$ cat src/rtl/poly_feeder_pkg.sv
// Shared types and constants for the quadratic-evaluator feeder.
package poly_feeder_pkg;

    localparam int DATA_W = 8;

    typedef enum logic [1:0] {
        ST_IDLE,
        ST_PRESENT,
        ST_PULSE,
        ST_WAIT_RES
    } state_e;

    localparam logic [1:0] IDX_A = 2'd0;
    localparam logic [1:0] IDX_B = 2'd1;
    localparam logic [1:0] IDX_C = 2'd2;
    localparam logic [1:0] IDX_X = 2'd3;

endpackage

$ cat src/rtl/poly_feeder_out_reg.sv
// One-entry result holding register; a capture wins over a same-cycle drain.
module poly_feeder_out_reg
    import poly_feeder_pkg::*;
(
    input  logic              clk_i,
    input  logic              rst_n_i,
    input  logic              capture_i,
    input  logic [DATA_W-1:0] data_i,
    input  logic              ready_i,
    output logic              valid_o,
    output logic [DATA_W-1:0] data_o
);

    logic              valid_q, valid_d;
    logic [DATA_W-1:0] data_q, data_d;

    always_comb begin
        valid_d = valid_q;
        data_d  = data_q;
        if (capture_i) begin
            valid_d = 1'b1;
            data_d  = data_i;
        end else if (valid_q && ready_i) begin
            valid_d = 1'b0;
        end
    end

    always_ff @(posedge clk_i or negedge rst_n_i) begin
        if (!rst_n_i) begin
            valid_q <= 1'b0;
            data_q  <= '0;
        end else begin
            valid_q <= valid_d;
            data_q  <= data_d;
        end
    end

    assign valid_o = valid_q;
    assign data_o  = data_q;

endmodule

$ cat src/rtl/poly_feeder.sv
// Replays an {a,b,c,x} tuple onto the evaluator Go/DataIn pins and captures the result.
// Optional result-wait timeout: define POLY_FEEDER_TIMEOUT_EN.
//
// state       | meaning
// ST_IDLE     | ready for a new tuple, Go low
// ST_PRESENT  | operand idx on DataIn, Go low for one cycle
// ST_PULSE    | Go high for GO_CYCLES cycles with operand idx held
// ST_WAIT_RES | all operands sent, waiting for ResultValid and a free output slot
module poly_feeder
    import poly_feeder_pkg::*;
#(
    parameter int GO_CYCLES = 2
`ifdef POLY_FEEDER_TIMEOUT_EN
    ,
    parameter int TIMEOUT   = 31
`endif
) (
    input  logic              Clock,
    input  logic              Resetn,
    input  logic              in_valid,
    output logic              in_ready,
    input  logic [DATA_W-1:0] in_a,
    input  logic [DATA_W-1:0] in_b,
    input  logic [DATA_W-1:0] in_c,
    input  logic [DATA_W-1:0] in_x,
    output logic              Go,
    output logic [DATA_W-1:0] DataIn,
    input  logic              ResultValid,
    input  logic [DATA_W-1:0] DataResult,
    output logic              out_valid,
    input  logic              out_ready,
    output logic [DATA_W-1:0] out_data,
    output logic              busy
`ifdef POLY_FEEDER_TIMEOUT_EN
    ,
    output logic              timeout_err
`endif
);

    localparam int PW = (GO_CYCLES > 1) ? $clog2(GO_CYCLES) : 1;

    state_e                 state_q, state_d;
    logic [1:0]             idx_q, idx_d;
    logic [PW-1:0]          pcnt_q, pcnt_d;
    logic [3:0][DATA_W-1:0] ops_q;
    logic                   go_q, go_d;
    logic [DATA_W-1:0]      data_q, data_d;
    logic                   accept, capture, slot_free;

`ifdef POLY_FEEDER_TIMEOUT_EN
    localparam int TW = (TIMEOUT > 1) ? $clog2(TIMEOUT) : 1;
    logic [TW-1:0] tcnt_q, tcnt_d;
    logic          terr_q, terr_d;
`endif

    assign in_ready  = (state_q == ST_IDLE);
    assign busy      = (state_q != ST_IDLE);
    assign accept    = in_valid && in_ready;
    assign slot_free = !out_valid || out_ready;

    always_comb begin
        state_d = state_q;
        idx_d   = idx_q;
        pcnt_d  = pcnt_q;
        capture = 1'b0;
`ifdef POLY_FEEDER_TIMEOUT_EN
        tcnt_d  = tcnt_q;
        terr_d  = terr_q;
`endif
        case (state_q)
            ST_IDLE: begin
                if (accept) begin
                    state_d = ST_PRESENT;
                    idx_d   = IDX_A;
                end
            end
            ST_PRESENT: begin
                state_d = ST_PULSE;
                pcnt_d  = PW'(GO_CYCLES - 1);
            end
            ST_PULSE: begin
                if (pcnt_q != '0) begin
                    pcnt_d = pcnt_q - PW'(1);
                end else if (idx_q == IDX_X) begin
                    state_d = ST_WAIT_RES;
`ifdef POLY_FEEDER_TIMEOUT_EN
                    tcnt_d  = TW'(TIMEOUT - 1);
`endif
                end else begin
                    idx_d   = idx_q + 2'd1;
                    state_d = ST_PRESENT;
                end
            end
            ST_WAIT_RES: begin
                // With the slot full the evaluator keeps its result while Go stays low.
                if (ResultValid && slot_free) begin
                    capture = 1'b1;
                    state_d = ST_IDLE;
                end
`ifdef POLY_FEEDER_TIMEOUT_EN
                else if (!ResultValid) begin
                    if (tcnt_q == '0) begin
                        terr_d  = 1'b1;
                        state_d = ST_IDLE;
                    end else begin
                        tcnt_d = tcnt_q - TW'(1);
                    end
                end
`endif
            end
            default: state_d = ST_IDLE;
        endcase
    end

    // Pin values are computed from the next state so Go/DataIn stay registered.
    always_comb begin
        go_d   = (state_d == ST_PULSE);
        data_d = data_q;
        if (accept) begin
            data_d = in_a;
        end else if (state_d != ST_IDLE) begin
            data_d = ops_q[idx_d];
        end
    end

    always_ff @(posedge Clock or negedge Resetn) begin
        if (!Resetn) begin
            state_q <= ST_IDLE;
            idx_q   <= IDX_A;
            pcnt_q  <= '0;
            ops_q   <= '0;
            go_q    <= 1'b0;
            data_q  <= '0;
        end else begin
            state_q <= state_d;
            idx_q   <= idx_d;
            pcnt_q  <= pcnt_d;
            go_q    <= go_d;
            data_q  <= data_d;
            if (accept) begin
                ops_q[IDX_A] <= in_a;
                ops_q[IDX_B] <= in_b;
                ops_q[IDX_C] <= in_c;
                ops_q[IDX_X] <= in_x;
            end
        end
    end

`ifdef POLY_FEEDER_TIMEOUT_EN
    always_ff @(posedge Clock or negedge Resetn) begin
        if (!Resetn) begin
            tcnt_q <= '0;
            terr_q <= 1'b0;
        end else begin
            tcnt_q <= tcnt_d;
            terr_q <= terr_d;
        end
    end

    assign timeout_err = terr_q;
`endif

    assign Go     = go_q;
    assign DataIn = data_q;

    poly_feeder_out_reg u_out_reg (
        .clk_i     (Clock),
        .rst_n_i   (Resetn),
        .capture_i (capture),
        .data_i    (DataResult),
        .ready_i   (out_ready),
        .valid_o   (out_valid),
        .data_o    (out_data)
    );

endmodule

$ cat config.mk
export PLATFORM = sky130hd
export DESIGN_NAME = poly_feeder
export DESIGN_NICKNAME = d
export VERILOG_FILES = /design/src/rtl/poly_feeder_pkg.sv /design/src/rtl/poly_feeder_out_reg.sv /design/src/rtl/poly_feeder.sv
export SDC_FILE = /design/constraint.sdc
export NUM_CORES = 1
export LEC_CHECK = 0
export ABC_AREA = 1
export CAP_MARGIN = 10
export CORE_MARGIN = 4
export CORE_UTILIZATION = 45
export CTS_CLUSTER_DIAMETER = 60
export DETAILED_ROUTE_END_ITERATION = 10
export PLACE_DENSITY_LB_ADDON = 0.08
export SYNTH_ARGS = -nofsm -noshare
export SYNTH_HDL_FRONTEND = slang
export SYNTH_HIERARCHICAL = 1
export SYNTH_SLANG_ARGS = --single-unit
$ cat constraint.sdc
create_clock -name Clock -period 1.8 [get_ports Clock]
set_input_delay 0.27 -clock Clock [delete_from_list [all_inputs] [get_ports Clock]]
set_output_delay 0.27 -clock Clock [all_outputs]
set_load 0.05 [all_outputs]
==> metrics.yaml <==
run_status: "finished, violations left"
violations: "setup timing"
power_leakage_nw: 1.98
grt_pass1_wl_microns: 10800
cpLargestDelayFamily: "simple AND/OR/NAND/NOR gates"
design_area_sq_um: 3920
synth_nets: 392
cp_cell_sequence: "inv_2, ha_4, clkinvlp_4, nand2_2, nand3_2, nand2_4, nand2_8, buf_8, nand2_2, nand3_2, nand2_1, nand2_1, a21oi_2"
power_density_nw_per_um2: 2050
cts_num_sinks: 55
clk_path_buf_depth: 2
finish.utilization_pct: 66.2
grt_use_total_pct: 18.1
reg2reg_slack_ns: -0.01
critPathMaxStageDelay_ns: 0.42
whs_ns: 0.472
io_pins: 65
min_period_over_period_pct: 101
grt_max_degree: 56
critPathLaunchType: "flop"
drv_cap: 0
grt-ovfl-total: 0
seqPwrFrac_pct: 26.3
slowest_stage: "dfrtp_1"
yosys_warnings: 6
hp-class: "in -> async"
drv_slew: 0
viasPerCell: 4.86
drtPass1Iterations: 4
core_area_sq_um: 5920
via_count: 2439
rows: 28
wirelength_microns: 6570
place_hpwl_microns: 4660
drt_iter0_drc: 108
ys_seq_elements: 55
path_buf_inv: 3
finalSetupViolCount: 1
r2r_start: "state_q[1]$_DFF_PN0_"
cts_tree: "done"
htree_levels: 2
p_comb_share_pct: 65.6
yosysTopAreaCell: "dfrtp_1"
yosysUniqueCellTypes: 23
io_buffers: 64
initial_core_util_pct: 46.5
crit_type: "reg -> reg"
netlist_top_cells_area: "dfrtp_1, nand2_1, inv_1, o21ai_0, nand3_1"
crit_fanout: 6
fillers: 517
grt_pass1_vias: 2384
die_w_microns: 86.2
rsz0062_at_grt: "true"
syn_inst: 343
routedWlPerCell_microns: 13.1
cts_root_buffer: "clkbuf_8"
switching_share_pct: 48.3
layout_common_cells: "nand2_1, dfrtp_1, clkdlybuf4s50_1, inv_1, o21ai_0"
post-route-min-period_ns: 1.81
slew_headroom_pct: 65.7
worstPathRequired_ns: 2.04
ys_seq_area_share_pct: 50.0
timing.final.ws_setup_ns: -0.0124
place.gp.congestion: 0.826
die_h_microns: 86.2
clockPowerShare_pct: 8.1
netlist_area_sq_um: 2750
clock_latency_ns: 0.31
p_int_mw: 4.16
synth_top_area_share_pct: 50.0
hold_violations: 0
dieArea_sq_um: 7440
ant_nets: 0
syn_avg_cell_area_sq_um: 8.03
numCtsBuffers: 5
power_mw: 8.04
final_common_cell: "nand2_1"
setup_tns_ns: -0.0124
placed_area_sq_um: 3560
area_growth_pct: 42.3
layout.nets: 475
antenna_cells: 0
antenna_found_initial: 0
arrival_ns: 2.05
path_clk_slew_ns: 0.09
end_kind: "flop"
fmax_mhz: 552
tightestPinTransition_ns: 0.514
ir_worst_vdd_mv: 1.07
drc: 0
crit_start: "state_q[1]$_DFF_PN0_"
fin_skew_ns: 0.00283
drive_gt1_share_pct: 25.8
p_sw_mw: 3.88
## final cells by class
class	instances	area, sq um	share of cell area [%]
Sequential cell	55	1380	35.1
Multi-Input combinational cell	218	1250	31.9
Timing Repair Buffer	89	900	22.9
Inverter	57	220	5.62
Tap cell	75	93.8	2.39
Clock buffer	7	76.3	1.95
Clock inverter	1	5.00	0.128
## tightest hold or removal path, cell delays in order
cell and delay [ns]:
dlygate4sd3_1 0.52, buf_2 0.12, buf_12 0.26
## cells by family after synthesis
family	count (synthesis)	share of synthesized area, %
AND/OR/NAND/NOR	169	28.6
buffers and inverters	70	10.8
flip-flops	55	50.0
AO/OA/AOI/OAI	45	8.81
adder cells (fa/ha/maj)	4	1.82
## layer usage
| metal | track usage [%] | vias to the layer above | part of all wire (%) |
|---|---|---|---|
| met2 | 32.1 | 62 | 51 |
| met4 | 5.81 | 0 | 1.5 |
| met5 | 0 | - | 0 |
| met3 | 3.71 | 8 | 5.8 |
| met1 | 22.2 | 1158 | 42 |
| li1 | - | 1211 | - |
## per-stage QoR
step / worst slack (ns) / std cells
floorplan: -0.187 / 343
global placement: -0.0402 / 485
detailed placement: -0.0469 / 485
CTS: 0.00480 / 494
global route: -0.0911 / 502
finish: -0.0124 / 502
## registers in the layout, indices dropped and copies added, names as in the netlist
signal and count:
ops_q 32, DataIn 8, u_out_reg/data_o 8, idx_q 2, state_q 2, Go 1, pcnt_q 1, u_out_reg/valid_o 1
## what timing repair did
item,in CTS,in global routing
pin swaps,1,17
gates cloned,0,0
hold endpoints to repair,55,0
setup endpoints to repair,8,11
buffers inserted,0,8
gates resized for setup,1,54
hold buffers,1,0
## power groups by stage
stage / combinational (mW) / sequential (mW) / clock [mW]
finish: 5.27 / 2.11 / 0.654
CTS: 4.48 / 2.11 / 0.669
detailed placement: 4.42 / 2.13 / 0
global placement: 4.38 / 2.12 / 0
floorplan: 2.49 / 2.76 / 0
global route: 5.77 / 2.18 / 0.725
## synth_stat cells
master and number:
a21oi_1 8, nand2_1 95, buf_2 6, nand3_4 1
nand3_1 33, o21ai_0 34, inv_2 7, a21oi_4 1
clkinv_1 1, nor2_8 1, a21o_1 1, inv_1 49
a21oi_2 1, buf_6 3, nor3_4 1, nor2_1 19
nand3_2 2, dfrtp_1 55, nand2_4 3, buf_4 1
nand2_2 14, clkbuf_1 3, ha_1 4
## path summary, 6_finish.rpt
path,endpoint,cells after the start
max,DataIn[5]$_DFFE_PN0P_,13
min,u_out_reg/data_o[5]$_DFFE_PN0P_,3
max reg2reg,DataIn[5]$_DFFE_PN0P_,13
min reg2reg,u_out_reg/data_o[7]$_DFFE_PN0P_,2
max in group asynchronous,ops_q[8]$_DFFE_PN0P_,3
min in group Clock,u_out_reg/data_o[7]$_DFFE_PN0P_,2
(Power assumes the default switching activity.)
